## src/rtl/mips_muldiv_pkg.sv

```systemverilog
// Shared MIPS core definitions: ALU, load/store selects and the
// multiply/divide unit's operation and state encodings.
package mips_muldiv_pkg;

    // ALU operation select driven by decode.
    typedef enum logic [3:0] {
        ALU_ADD  = 4'd0,
        ALU_SUB  = 4'd1,
        ALU_AND  = 4'd2,
        ALU_OR   = 4'd3,
        ALU_XOR  = 4'd4,
        ALU_NOR  = 4'd5,
        ALU_SLT  = 4'd6,
        ALU_SLTU = 4'd7,
        ALU_SLL  = 4'd8,
        ALU_SRL  = 4'd9,
        ALU_SRA  = 4'd10,
        ALU_LUI  = 4'd11
    } alu_op_e;

    // Load width / extension select.
    typedef enum logic [2:0] {
        LOAD_B  = 3'd0,
        LOAD_BU = 3'd1,
        LOAD_H  = 3'd2,
        LOAD_HU = 3'd3,
        LOAD_W  = 3'd4
    } load_e;

    // Store width select.
    typedef enum logic [1:0] {
        STORE_B = 2'd0,
        STORE_H = 2'd1,
        STORE_W = 2'd2
    } store_e;

    // Multiply/divide operation select. Bit 0 set means unsigned,
    // bit 1 set means divide.
    typedef enum logic [1:0] {
        MD_MULT  = 2'd0,
        MD_MULTU = 2'd1,
        MD_DIV   = 2'd2,
        MD_DIVU  = 2'd3
    } md_op_e;

    // Multiply/divide control states.
    typedef enum logic [1:0] {
        MD_IDLE = 2'd0,
        MD_RUN  = 2'd1,
        MD_FIX  = 2'd2
    } md_state_e;

    // Index of the final iteration in RUN (32 iterations total).
    localparam logic [4:0] MD_LAST_ITER = 5'd31;

    // Magnitude of a 32-bit value; treated as unsigned when is_signed=0.
    // The most negative value maps to 32'h8000_0000, which is its correct
    // unsigned magnitude.
    function automatic logic [31:0] abs32(input logic [31:0] v, input logic is_signed);
        return (is_signed && v[31]) ? (~v + 32'd1) : v;
    endfunction

endpackage

```

## src/rtl/mips_muldiv_iter.sv

```systemverilog
// 64-bit iterative shift/accumulate datapath shared by multiply and divide.
// Multiply: acc = {partial, multiplier}; each step conditionally adds the
// multiplicand to the upper half and shifts right by one.
// Divide: acc = {remainder, quotient}; each step shifts left by one and
// performs a restoring subtract of the divisor.
module mips_muldiv_iter (
    input  logic        clk,
    input  logic        rst_b,
    input  logic        load,
    input  logic        step,
    input  logic        is_div,
    input  logic [31:0] a,
    input  logic [31:0] b,
    output logic [63:0] acc
);
    import mips_muldiv_pkg::*;

    logic [63:0] acc_reg;
    logic [63:0] acc_next;
    logic [31:0] opnd_reg;

    logic [32:0] mul_sum;
    logic [63:0] mul_next;
    logic [32:0] div_shift;
    logic        div_ge;
    logic [31:0] div_diff;
    logic [63:0] div_next;

    // One multiply step and one restoring-divide step, selected by op kind.
    always_comb begin
        mul_sum  = {1'b0, acc_reg[63:32]} + (acc_reg[0] ? {1'b0, opnd_reg} : 33'd0);
        mul_next = {mul_sum, acc_reg[31:1]};

        // Remainder stays below the divisor, so the shifted value fits in
        // 33 bits and the difference (when taken) fits in 32.
        div_shift = {acc_reg[63:32], acc_reg[31]};
        div_ge    = (div_shift >= {1'b0, opnd_reg});
        div_diff  = div_shift[31:0] - opnd_reg;
        if (div_ge) begin
            div_next = {div_diff, acc_reg[30:0], 1'b1};
        end else begin
            div_next = {div_shift[31:0], acc_reg[30:0], 1'b0};
        end

        acc_next = is_div ? div_next : mul_next;
    end

    // Accumulator and fixed operand registers.
    always_ff @(posedge clk or negedge rst_b) begin
        if (!rst_b) begin
            acc_reg  <= 64'd0;
            opnd_reg <= 32'd0;
        end else if (load) begin
            acc_reg  <= {32'd0, a};
            opnd_reg <= b;
        end else if (step) begin
            acc_reg  <= acc_next;
        end
    end

    assign acc = acc_reg;

endmodule

```

## src/rtl/mips_muldiv_ctrl.sv

```systemverilog
// MIPS HI/LO multiply/divide unit: IDLE/RUN/FIX control, iteration
// counter, operand capture, sign correction, HI/LO registers and the
// pipeline stall interlock.
module mips_muldiv_ctrl (
    input  logic        clk,
    input  logic        rst_b,
    input  logic        op_valid,
    input  logic [1:0]  op_sel,
    input  logic [31:0] rs_data,
    input  logic [31:0] rt_data,
    input  logic        hi_en,
    input  logic        lo_en,
    input  logic        mf_req,
    output logic [31:0] hi,
    output logic [31:0] lo,
    output logic        busy,
    output logic        stall
);
    import mips_muldiv_pkg::*;

    md_state_e   state_reg;
    md_state_e   state_next;
    logic [4:0]  iter_cnt_reg;
    logic [4:0]  iter_cnt_next;

    logic        accept;
    logic        step;
    logic        commit;
    logic        mthi_we;
    logic        mtlo_we;

    md_op_e      op_reg;
    logic [31:0] rs_raw_reg;
    logic        rt_neg_reg;
    logic        div_zero_reg;

    logic [31:0] hi_reg;
    logic [31:0] lo_reg;

    logic        sel_signed;
    logic [31:0] a_abs;
    logic [31:0] b_abs;
    logic [63:0] acc;

    logic        op_signed;
    logic        a_neg;
    logic        b_neg;
    logic [63:0] prod_fix;
    logic [31:0] quo_fix;
    logic [31:0] rem_fix;
    logic [31:0] hi_fix;
    logic [31:0] lo_fix;

    // State and iteration counter registers.
    always_ff @(posedge clk or negedge rst_b) begin
        if (!rst_b) begin
            state_reg    <= MD_IDLE;
            iter_cnt_reg <= 5'd0;
        end else begin
            state_reg    <= state_next;
            iter_cnt_reg <= iter_cnt_next;
        end
    end

    // Next state, counter and datapath/register control strobes.
    always_comb begin
        state_next    = state_reg;
        iter_cnt_next = iter_cnt_reg;
        accept        = 1'b0;
        step          = 1'b0;
        commit        = 1'b0;
        mthi_we       = 1'b0;
        mtlo_we       = 1'b0;
        case (state_reg)
            MD_IDLE: begin
                if (op_valid) begin
                    // A new operation takes priority over MTHI/MTLO.
                    accept        = 1'b1;
                    iter_cnt_next = 5'd0;
                    state_next    = MD_RUN;
                end else begin
                    mthi_we = hi_en;
                    mtlo_we = lo_en;
                end
            end
            MD_RUN: begin
                step          = 1'b1;
                iter_cnt_next = iter_cnt_reg + 5'd1;
                if (iter_cnt_reg == MD_LAST_ITER) begin
                    state_next = MD_FIX;
                end
            end
            MD_FIX: begin
                commit     = 1'b1;
                state_next = MD_IDLE;
            end
            default: begin
                state_next    = MD_IDLE;
                iter_cnt_next = 5'd0;
            end
        endcase
    end

    // Operand magnitudes fed to the datapath at acceptance.
    always_comb begin
        sel_signed = ~op_sel[0];
        a_abs      = abs32(rs_data, sel_signed);
        b_abs      = abs32(rt_data, sel_signed);
    end

    // Capture operation and sign information on the accept edge; later
    // changes of op_sel/rs_data/rt_data are ignored until the next accept.
    always_ff @(posedge clk or negedge rst_b) begin
        if (!rst_b) begin
            op_reg       <= MD_MULT;
            rs_raw_reg   <= 32'd0;
            rt_neg_reg   <= 1'b0;
            div_zero_reg <= 1'b0;
        end else if (accept) begin
            op_reg       <= md_op_e'(op_sel);
            rs_raw_reg   <= rs_data;
            rt_neg_reg   <= rt_data[31];
            div_zero_reg <= (rt_data == 32'd0);
        end
    end

    mips_muldiv_iter u_iter (
        .clk    (clk),
        .rst_b  (rst_b),
        .load   (accept),
        .step   (step),
        .is_div (op_reg[1]),
        .a      (a_abs),
        .b      (b_abs),
        .acc    (acc)
    );

    // Sign correction of the unsigned result, plus divide-by-zero override.
    always_comb begin
        op_signed = ~op_reg[0];
        a_neg     = op_signed & rs_raw_reg[31];
        b_neg     = op_signed & rt_neg_reg;
        prod_fix  = (a_neg ^ b_neg) ? (~acc + 64'd1) : acc;
        quo_fix   = (a_neg ^ b_neg) ? (~acc[31:0] + 32'd1) : acc[31:0];
        rem_fix   = a_neg ? (~acc[63:32] + 32'd1) : acc[63:32];
        hi_fix    = prod_fix[63:32];
        lo_fix    = prod_fix[31:0];
        if (op_reg[1]) begin
            if (div_zero_reg) begin
                hi_fix = rs_raw_reg;
                lo_fix = 32'hFFFF_FFFF;
            end else begin
                hi_fix = rem_fix;
                lo_fix = quo_fix;
            end
        end
    end

    // HI/LO: result written on the FIX->IDLE edge, MTHI/MTLO only in IDLE.
    always_ff @(posedge clk or negedge rst_b) begin
        if (!rst_b) begin
            hi_reg <= 32'd0;
            lo_reg <= 32'd0;
        end else if (commit) begin
            hi_reg <= hi_fix;
            lo_reg <= lo_fix;
        end else begin
            if (mthi_we) begin
                hi_reg <= rs_data;
            end
            if (mtlo_we) begin
                lo_reg <= rs_data;
            end
        end
    end

    assign hi    = hi_reg;
    assign lo    = lo_reg;
    assign busy  = (state_reg != MD_IDLE);
    assign stall = busy & (op_valid | hi_en | lo_en | mf_req);

endmodule

```

## config.mk

```make
export PLATFORM = sky130hd
export DESIGN_NAME = mips_muldiv_ctrl
export DESIGN_NICKNAME = d
export VERILOG_FILES = /design/src/rtl/mips_muldiv_pkg.sv /design/src/rtl/mips_muldiv_iter.sv /design/src/rtl/mips_muldiv_ctrl.sv
export SDC_FILE = /design/constraint.sdc
export NUM_CORES = 1
export LEC_CHECK = 0
export BUFFER_PORTS_ARGS = -buffer_cell sky130_fd_sc_hd__buf_4
export CORE_UTILIZATION = 30
export DETAILED_ROUTE_END_ITERATION = 12
export PLACE_DENSITY = 0.47
export SETUP_SLACK_MARGIN = 0.4
export SLEW_MARGIN = 15
export SYNTH_ARGS = -nofsm -noshare
export SYNTH_HDL_FRONTEND = slang
export SYNTH_HIERARCHICAL = 1
export SYNTH_SLANG_ARGS = --single-unit
```

## constraint.sdc

```tcl
create_clock -name clk -period 6.5 [get_ports clk]
set_clock_uncertainty 0.2 [all_clocks]
set_input_delay 0.65 -clock clk [delete_from_list [all_inputs] [get_ports clk]]
set_output_delay 0.65 -clock clk [all_outputs]
set_load 0.01 [all_outputs]
```

=== After elaboration in Yosys (flattened, before gate mapping) ===
Index checks and enable logic that the tools add are counted.

* Register bits: 203
* Input bits: 72
* Output and inout port bits: 66

* Add/subtract/negate cells: 8
* $lt $le $gt $ge: 1
* Equality and inequality tests: 5
* Muxes and demuxes: 31
* Bitwise gates (word level): 15
* Reduce and logical (&&, ||, !) cells: 10

{| class="wikitable"
|+ Operator list
! operator !! number
|-
| two-way mux 32 bit || 13
|-
| two-way mux 64 bit || 5
|-
| adder 32 x 1 -> 32 bit (second input constant) || 4
|-
| NOT 32 bit || 4
|-
| adder 64 x 1 -> 64 bit (second input constant) || 1
|-
| NOT 64 bit || 1
|-
| adder 32 x 33 -> 33 bit || 1
|-
| greater-or-equal comparator 33 x 32 -> 1 bit || 1
|-
| logical NOT 32 bit || 1
|-
| subtractor 32 bit || 1
|-
| one-hot mux 5 bit (3 select lines) || 1
|-
| two-way mux 1 bit || 8
|-
| nonzero test 2 bit || 4
|-
| adder 5 x 1 -> 5 bit (second input constant) || 1
|-
| equality test 5 bit (second input constant) || 1
|-
| two-way mux 5 bit || 1
|-
| two-way mux 2 bit || 2
|-
| != test 2 bit (second input constant) || 2
|-
| one-hot mux 2 bit (2 select lines) || 1
|-
| AND reduction 2 bit || 2
|-
| bitwise AND 1 bit || 3
|-
| NOT 1 bit || 3
|-
| OR 1 bit || 3
|-
| equality test 2 x 1 -> 1 bit (second input constant) || 1
|-
| other kinds (4) || 5
|}

=== Logic depth before layout (Yosys ltp) ===
Gate-level depths: netlist (run 1).

* Depth after elaboration: 7
* Gate-level depth with buffers: 15
* Depth with buffers taken out: 14

=== By module ===
The synthesis (run 1) kept the hierarchy.

{| class="wikitable"
|+ By module, submodules not included
! module !! instances !! cells each !! area each (sq um)
|-
| mips_muldiv_ctrl || 1 || 1128 || 8609.5
|-
| mips_muldiv_iter || 1 || 1051 || 8221.6
|}

=== Worst setup path after synthesis (run 1) ===
OpenSTA, ideal clock, no wires.

* Kind: reg2reg
* Start point: register u_iter.acc_reg[0], in the netlist u_iter/acc[0]
* End point: register u_iter.acc_reg[61], in the netlist u_iter/acc[61]
* Library setup time: 0.111 ns
* Arrival time: 3.254 ns
* Required time: 6.189 ns
* Slack: 2.935 ns
* Stages on the path, launching flop included: 15
* Path buffers: 1
* Path through: dfrtp_1 -> inv_1 -> clkbuf_1 -> nor2_1 -> ha_1 -> and2b_1 -> o2111ai_1 -> a31oi_2 -> a211oi_4 -> o31ai_4 -> a2111oi_4 -> o31ai_4 -> a31oi_1 -> xor2_1 -> a2111oi_2

* Word-level cells in the longest chain between the ends: 5

{| class="wikitable"
|+ Ends and longest elaborated chain
! item !! line !! source
|-
| start, declared || mips_muldiv_iter.sv:18 || <nowiki>logic [63:0] acc_reg;</nowiki>
|-
| start signal, assigned || mips_muldiv_iter.sv:54 || <nowiki>acc_reg <= {32'd0, a};</nowiki>
|-
| start signal, assigned || mips_muldiv_iter.sv:57 || <nowiki>acc_reg <= acc_next;</nowiki>
|-
| two-way mux 32 bit || mips_muldiv_iter.sv:31 || <nowiki>mul_sum = {1'b0, acc_reg[63:32]} + (acc_reg[0] ? {1'b0, opnd_reg} : 33'd0);</nowiki>
|-
| adder 32 x 33 -> 33 bit || mips_muldiv_iter.sv:31 ||
|-
| two-way mux 64 bit || mips_muldiv_iter.sv:45 || <nowiki>acc_next = is_div ? div_next : mul_next;</nowiki>
|-
| two-way mux 64 bit || mips_muldiv_iter.sv:56 || <nowiki>end else if (step) begin</nowiki>
|-
| two-way mux 64 bit || mips_muldiv_iter.sv:53 || <nowiki>end else if (load) begin</nowiki>
|}

Every way passes these cells. The select of a mux whose other input is x is not followed.
A chain may end at the register's enable or synchronous reset.

=== Worst setup path after layout (run 1) ===
Same ends and word-level chain as after synthesis.

==> results of run 1 <==
[cell usage after synthesis (5+ instances only)]
cell,number
nand2_1,347
o21ai_0,227
dfrtp_1,203
nor2_1,189
a21oi_1,146
clkbuf_1,103
xnor2_1,95
ha_1,70
inv_1,68
xor2_1,64
nor3_1,57
mux2i_1,43
a21o_1,38
o22ai_1,38
nand3_1,34
o31ai_1,33
nand2b_1,28
a31oi_1,27
nand4_1,26
or3_1,24
o211ai_1,23
nor4_1,18
a221oi_1,17
o21a_1,17
and3_1,16
a211oi_1,15
nor2b_1,14
buf_2,12
o21ai_1,12
o41ai_1,12
o221ai_1,9
o21bai_1,8
buf_1,7
mux2_2,7
and2_1,6
buf_4,6
o2111ai_1,6
a311oi_1,5
nor3b_1,5
o311a_1,5
or2_2,5
or4_1,5
[worst reg2reg max path, stage by stage, from the launching register on]
cell and delay (ns):
dfrtp_1 0.48, inv_1 0.73, nor2_1 0.13, ha_1 0.37, and2b_1 0.19, o2111ai_1 0.25, a31oi_2 0.19, a211oi_4 0.36
o31ai_4 0.14, a2111oi_4 0.41, o31ai_4 0.10, a31oi_1 0.21, xor2_1 0.11, a2111oi_2 0.36
[metal layers]
metal  global-route usage (%)  share of wire [%]
met1                     29.2                 44
met2                     39.0                 48
met3                     2.25                5.0
met4                     7.60                3.2
met5                        0                  0
[how the worst min path moves through the flow]
stage | startpoint | end | cells past startpoint
2_1_floorplan | rst_b | div_zero_reg | 0
3_3_place_gp | rs_raw_reg[21] | rs_raw_reg[21] | 2
3_5_place_dp | rs_raw_reg[21] | rs_raw_reg[21] | 2
4_1_cts | op_sel[1] | op_reg[1] | 3
5_1_grt | op_sel[1] | op_reg[1] | 3
6_report | op_sel[1] | op_reg[1] | 3
[power breakdown]
part / internal [mW] / switching (mW) / leakage [nW] / total [mW]
logic: 2.61 / 3.74 / 5.32 / 6.35
registers: 1.78 / 0.877 / 2.42 / 2.66
clock network: 0.976 / 0.624 / 0.454 / 1.60
[layout make-up]
cell class	count	area, um2	share of cell area [%]
multi-input combinational	1777	11000	56.4
tap	748	936	4.80
clock inverter	10	156	0.803
timing repair buffer	169	1280	6.56
clock buffer	39	771	3.96
sequential	203	5080	26.1
inverter	70	265	1.36
[cell families (layout without fill, tap and decap cells)]
kind of cell	after synthesis	count (layout)
and+or+nand+nor	811	811
AOI/OAI and AO/OA	685	685
DFF	203	203
buffers and inverters	199	288
xor gates and xnor gates	159	159
adders and majority gates	72	72
muxes	50	50
==> flow_summary.toml, run 1 <==
[run_status]
status = "finished, final reports clean"

[worst_setup_path]
crit_required_ns = 6.74
rr_startpoint = "u_iter/acc[0]"
cp-startpoint = "u_iter/acc[0]"
r2r_cells = 13
cpMostUsedCell = "o31ai_4"
crit_end = "u_iter/acc[61]"
slowest_stage = "inv_1"
worst-path-max-fanout = 31
regToRegEndpoint = "u_iter/acc[61]"
worstPathArrival_ns = 4.62
start_kind = "flip-flop"
crit_family = "compound AO/OA/AOI/OAI gates"
cpPeakStageDelay_ns = 0.73
endpoint_kind = "flip-flop"
critPathKind = "flip-flop to flip-flop"
reg2reg_slack_ns = 2.13
crit_cells = 13
path_buf_inv = 1
cp_cell_sequence = "inv_1 -> nor2_1 -> ha_1 -> and2b_1 -> o2111ai_1 -> a31oi_2 -> a211oi_4 -> o31ai_4 -> a2111oi_4 -> o31ai_4 -> a31oi_1 -> xor2_1 -> a2111oi_2"

[power_and_ir_drop]
p_per_area_nw_per_um2 = 544
leakagePower_nw = 8.20
power_mw = 10.6
peakVddDrop_uv = 219

[logic_synthesis]
synth_top_area_cell = "dfrtp_1"
syn-cell-area_um2 = 16800
synth-edff-count = 0
synth_seq_cells = 203
muxShareOfSynthArea_pct = 3.03
syn-num-nets = 2323
synth_fa_ha_area_share_pct = 5.44
synth-async-reset-ratio_pct = 100
synth_top_family_by_area = "compound AO/OA/AOI/OAI gates"
synthDistinctLibCells = 92
ys_warn_count = 6
yosys-top-cells-area = "dfrtp_1, nand2_1, o21ai_0"
seq_area_frac_synth_pct = 30.2
synth_top_area_share_pct = 30.2
synthSimpleGateAreaFrac_pct = 22.7
synth_area_per_cell_um2 = 7.72
synth_cells = 2179
synth_compound_area_share_pct = 25.7
synth_xor_area_share_pct = 8.27
ys.flop_type = "dfrtp_1"

[cts]
cts_root_buf = "clkbuf_16"
clk_pin_slew_ns = 0.06
insertion_delay_ns = 0.58
cts_buffers = 27
clockBufferDepth = 3
htreeDepth = 1
postCtsSetupRepairBufs = 0
ctsResizeCount = 0
cts_sinks = 203
ctsHoldBuffers = 1
cts_tree = "yes"

[placement]
port_buffers = 137
gp_congestion = 0.914
dp_cells = 2966
dpl-instance-area_um2 = 18500
hpwl_um = 48800
place_ws_ns = 2.15

[finish]
nets = 2392
area_growth_syn_to_layout_pct = 15.8
antennaDiodeCount = 0
final_common_cell = "nand2_1"
final_cell_mix = "nand2_1, o21ai_0, dfrtp_1"
fin_cells = 3016
largest_reg_flops = 64
drive_above_1_share_pct = 11.6
nFillCells = 5913
fin_area_um2 = 19500
fin_util_pct = 35.2

[min_path]
hold_path_class = "primary input to flip-flop"

[sta]
slew_violations = 0
max_freq_mhz = 229
whs_ns = 0.0887
setup_tns_ns = 0
hold_violations = 0
relSlewSlack_pct = 25.1
rsz0062_at_grt = "no"
post-route-min-period_ns = 4.37
setup_ws_ns = 2.13
finalSetupViolCount = 0
min_period_over_period_pct = 67.3
worstMarginPinSlew_ns = 1.11

[route]
vias = 16400
vias_per_cell = 5.45
ant_nets = 0
wl_per_cell_um = 21.6
drc = 0
wirelength_um = 65300
first_pass_iters = 6
drt_iter0_markers = 1308

[global_route]
grt_overflow = 0
grt_usage_pct = 22.6
grt_max_degree = 86
grt_pass1_wl_um = 99100
first_global_vias = 15900
grt_antenna_before_repair = 0

[die]
die-area_um2 = 57100
io-pin-count = 138
die_h_um = 239
initial_core_util_pct = 30.4
die_x_um = 239
core_area_um2 = 55300
row_count = 86

[job]
maxCapViolCount = 0
(Power assumes the default switching activity.)
==> run 2, diff against run 1 <==
--- a/config.mk
+++ b/config.mk
@@ -8,7 +8,7 @@
 export BUFFER_PORTS_ARGS = -buffer_cell sky130_fd_sc_hd__buf_4
 export CORE_UTILIZATION = 30
 export DETAILED_ROUTE_END_ITERATION = 12
-export PLACE_DENSITY = 0.47
+export PLACE_DENSITY = 0.48
 export SETUP_SLACK_MARGIN = 0.4
 export SLEW_MARGIN = 15
 export SYNTH_ARGS = -nofsm -noshare
==> constraint.sdc (replaced) <==
create_clock -name clk -period 3.7 [get_ports clk]
set_clock_uncertainty 0.2 [all_clocks]
set_input_delay 0.37 -clock clk [delete_from_list [all_inputs] [get_ports clk]]
set_output_delay 0.37 -clock clk [all_outputs]
set_load 0.01 [all_outputs]
==> run 2 against run 1 <==
Via count is 6.0% higher. Sequential share of layout area is 2.4 points lower. Critical path depth is 1 higher. Critical endpoint unchanged.
==> flow_summary.toml, run 2 (synthesis results as in run 1) <==
[finish]
fin_util_pct = 38.9
final_cell_mix = "nand2_1, buf_4, o21ai_0"
drive_above_1_share_pct = 18.6
area_growth_syn_to_layout_pct = 27.7
final_common_cell = "nand2_1"
nFillCells = 5824
antennaDiodeCount = 0
nets = 2565
largest_reg_flops = 64
multi_input_area_um2 = 11400
layout.area.seq_um2 = 5090

[route]
drc = 0
vias_per_cell = 5.47
vias = 17400
wirelength_um = 68500
first_pass_iters = 5
ant_nets = 0
drt_iter0_markers = 1402
wl_per_cell_um = 21.5

[placement]
port_buffers = 137
gp_congestion = 0.942
place_ws_ns = 0.0312
hpwl_um = 52000

[worst_setup_path]
start_kind = "flip-flop"
r2r_cells = 14
worst-path-max-fanout = 4
cp-startpoint = "u_iter/acc[0]"
endpoint_kind = "flip-flop"
crit_required_ns = 3.96
regToRegEndpoint = "u_iter/acc[61]"
worstPathArrival_ns = 3.79
critPathKind = "flip-flop to flip-flop"
reg2reg_slack_ns = 0.17
rr_startpoint = "u_iter/acc[0]"
crit_end = "u_iter/acc[61]"

[global_route]
grt_pass1_wl_um = 104000
grt_usage_pct = 23.7
first_global_vias = 16900
grt_antenna_before_repair = 0
grt_overflow = 0
grt_max_degree = 94

[run_status]
status = "finished, final reports clean"

[sta]
max_freq_mhz = 284
setup_ws_ns = 0.173
relSlewSlack_pct = 27.7
slew_violations = 0
min_period_over_period_pct = 95.3
setup_tns_ns = 0
finalSetupViolCount = 0
rsz0062_at_grt = "yes"
hold_violations = 0
post-route-min-period_ns = 3.53
worstMarginPinSlew_ns = 1.07

[die]
die_h_um = 239
die-area_um2 = 57100
core_area_um2 = 55300
die_x_um = 239
io-pin-count = 138
initial_core_util_pct = 30.4
row_count = 86

[cts]
htreeDepth = 1
cts_tree = "yes"
clk_pin_slew_ns = 0.06
cts_root_buf = "clkbuf_16"
clockBufferDepth = 3
insertion_delay_ns = 0.58
cts_sinks = 203
cts_buffers = 28

[job]
maxCapViolCount = 0

[min_path]
worstHoldStart = "rt_data[27]"
hold_path_class = "primary input to flip-flop"

[power_and_ir_drop]
p_per_area_nw_per_um2 = 966
peakVddDrop_uv = 385
leakagePower_nw = 9.12
==> run 2: cell types whose count changed in the layout (fill, tap and decap cells not counted), sizes merged <==
cell         delta
buf           +119
bufinv          +2
clkbuf          -3
clkinv          +4
dlygate4sd3    +53
inv             -1
==> run 2: what timing repair did <==
action	4_1_cts	5_1_grt
gates cloned	1	0
gates resized for setup	30	63
endpoints found under the setup margin	26	30
endpoints found under the hold margin	197	0
pin swaps	20	23
hold buffers	54	0
setup buffers	17	7
==> run 2: layer usage <==
| layer | part of all wire (%) | routed length (um) | GRT usage (%) | vias up |
|---|---|---|---|---|
| li1 | - | - | - | 8336 |
| met1 | 43 | 29600 | 30.6 | 8366 |
| met2 | 48 | 32600 | 40.4 | 604 |
| met3 | 4.8 | 3320 | 2.26 | 133 |
| met4 | 4.3 | 2970 | 9.60 | 0 |
| met5 | 0 | 0 | 0 | - |
==> run 2: stage by stage <==
stage	std cells	instance area [um2]	hold slack [ns]	power, mW
detailed placement	3060	19400	0.259	16.6
finish	3190	21500	0.0305	20.8
global placement	3060	19400	0.263	16.5
floorplan	2179	16800	-0.126	12.3
global route	3190	21500	0.0337	22.3
CTS	3183	21200	0.0209	20.1
==> run 2: how the worst min path moves through the flow <==
stage	to	slack [ns]	cells past startpoint
2_1_floorplan	div_zero_reg	-0.13	0
3_3_place_gp	rs_raw_reg[7]	0.26	2
3_5_place_dp	rs_raw_reg[12]	0.26	2
4_1_cts	u_iter/opnd_reg[27]	0.02	4
5_1_grt	u_iter/opnd_reg[27]	0.03	4
6_report	u_iter/opnd_reg[27]	0.03	4
==> run 2: where the power goes <==
group / switching [mW] / internal [mW]
Combinational: 7.81 / 5.83
Clock: 1.13 / 1.86
Sequential: 0.985 / 3.15
Total: 9.93 / 10.8
==> run 2: worst max-delay path: stages (launching register included) <==
cell	delay (ns)
dfrtp_2	0.41
and2_4	0.16
ha_4	0.13
inv_2	0.03
fa_2	0.33
and2b_2	0.26
o2111ai_4	0.14
a31oi_4	0.27
a211oi_4	0.11
o31ai_4	0.29
a2111oi_4	0.16
o31ai_4	0.30
a31oi_1	0.14
xor2_1	0.17
a2111oi_2	0.32
==> run 2: layout make-up <==
| type | count | share of cell area (%) |
|---|---|---|
| Timing Repair Buffer | 341 | 13.2 |
| Tap cell | 748 | 4.35 |
| Clock inverter | 15 | 1.11 |
| Multi-Input combinational cell | 1777 | 52.9 |
| Inverter | 70 | 1.25 |
| Sequential cell | 203 | 23.7 |
| Clock buffer | 36 | 3.54 |
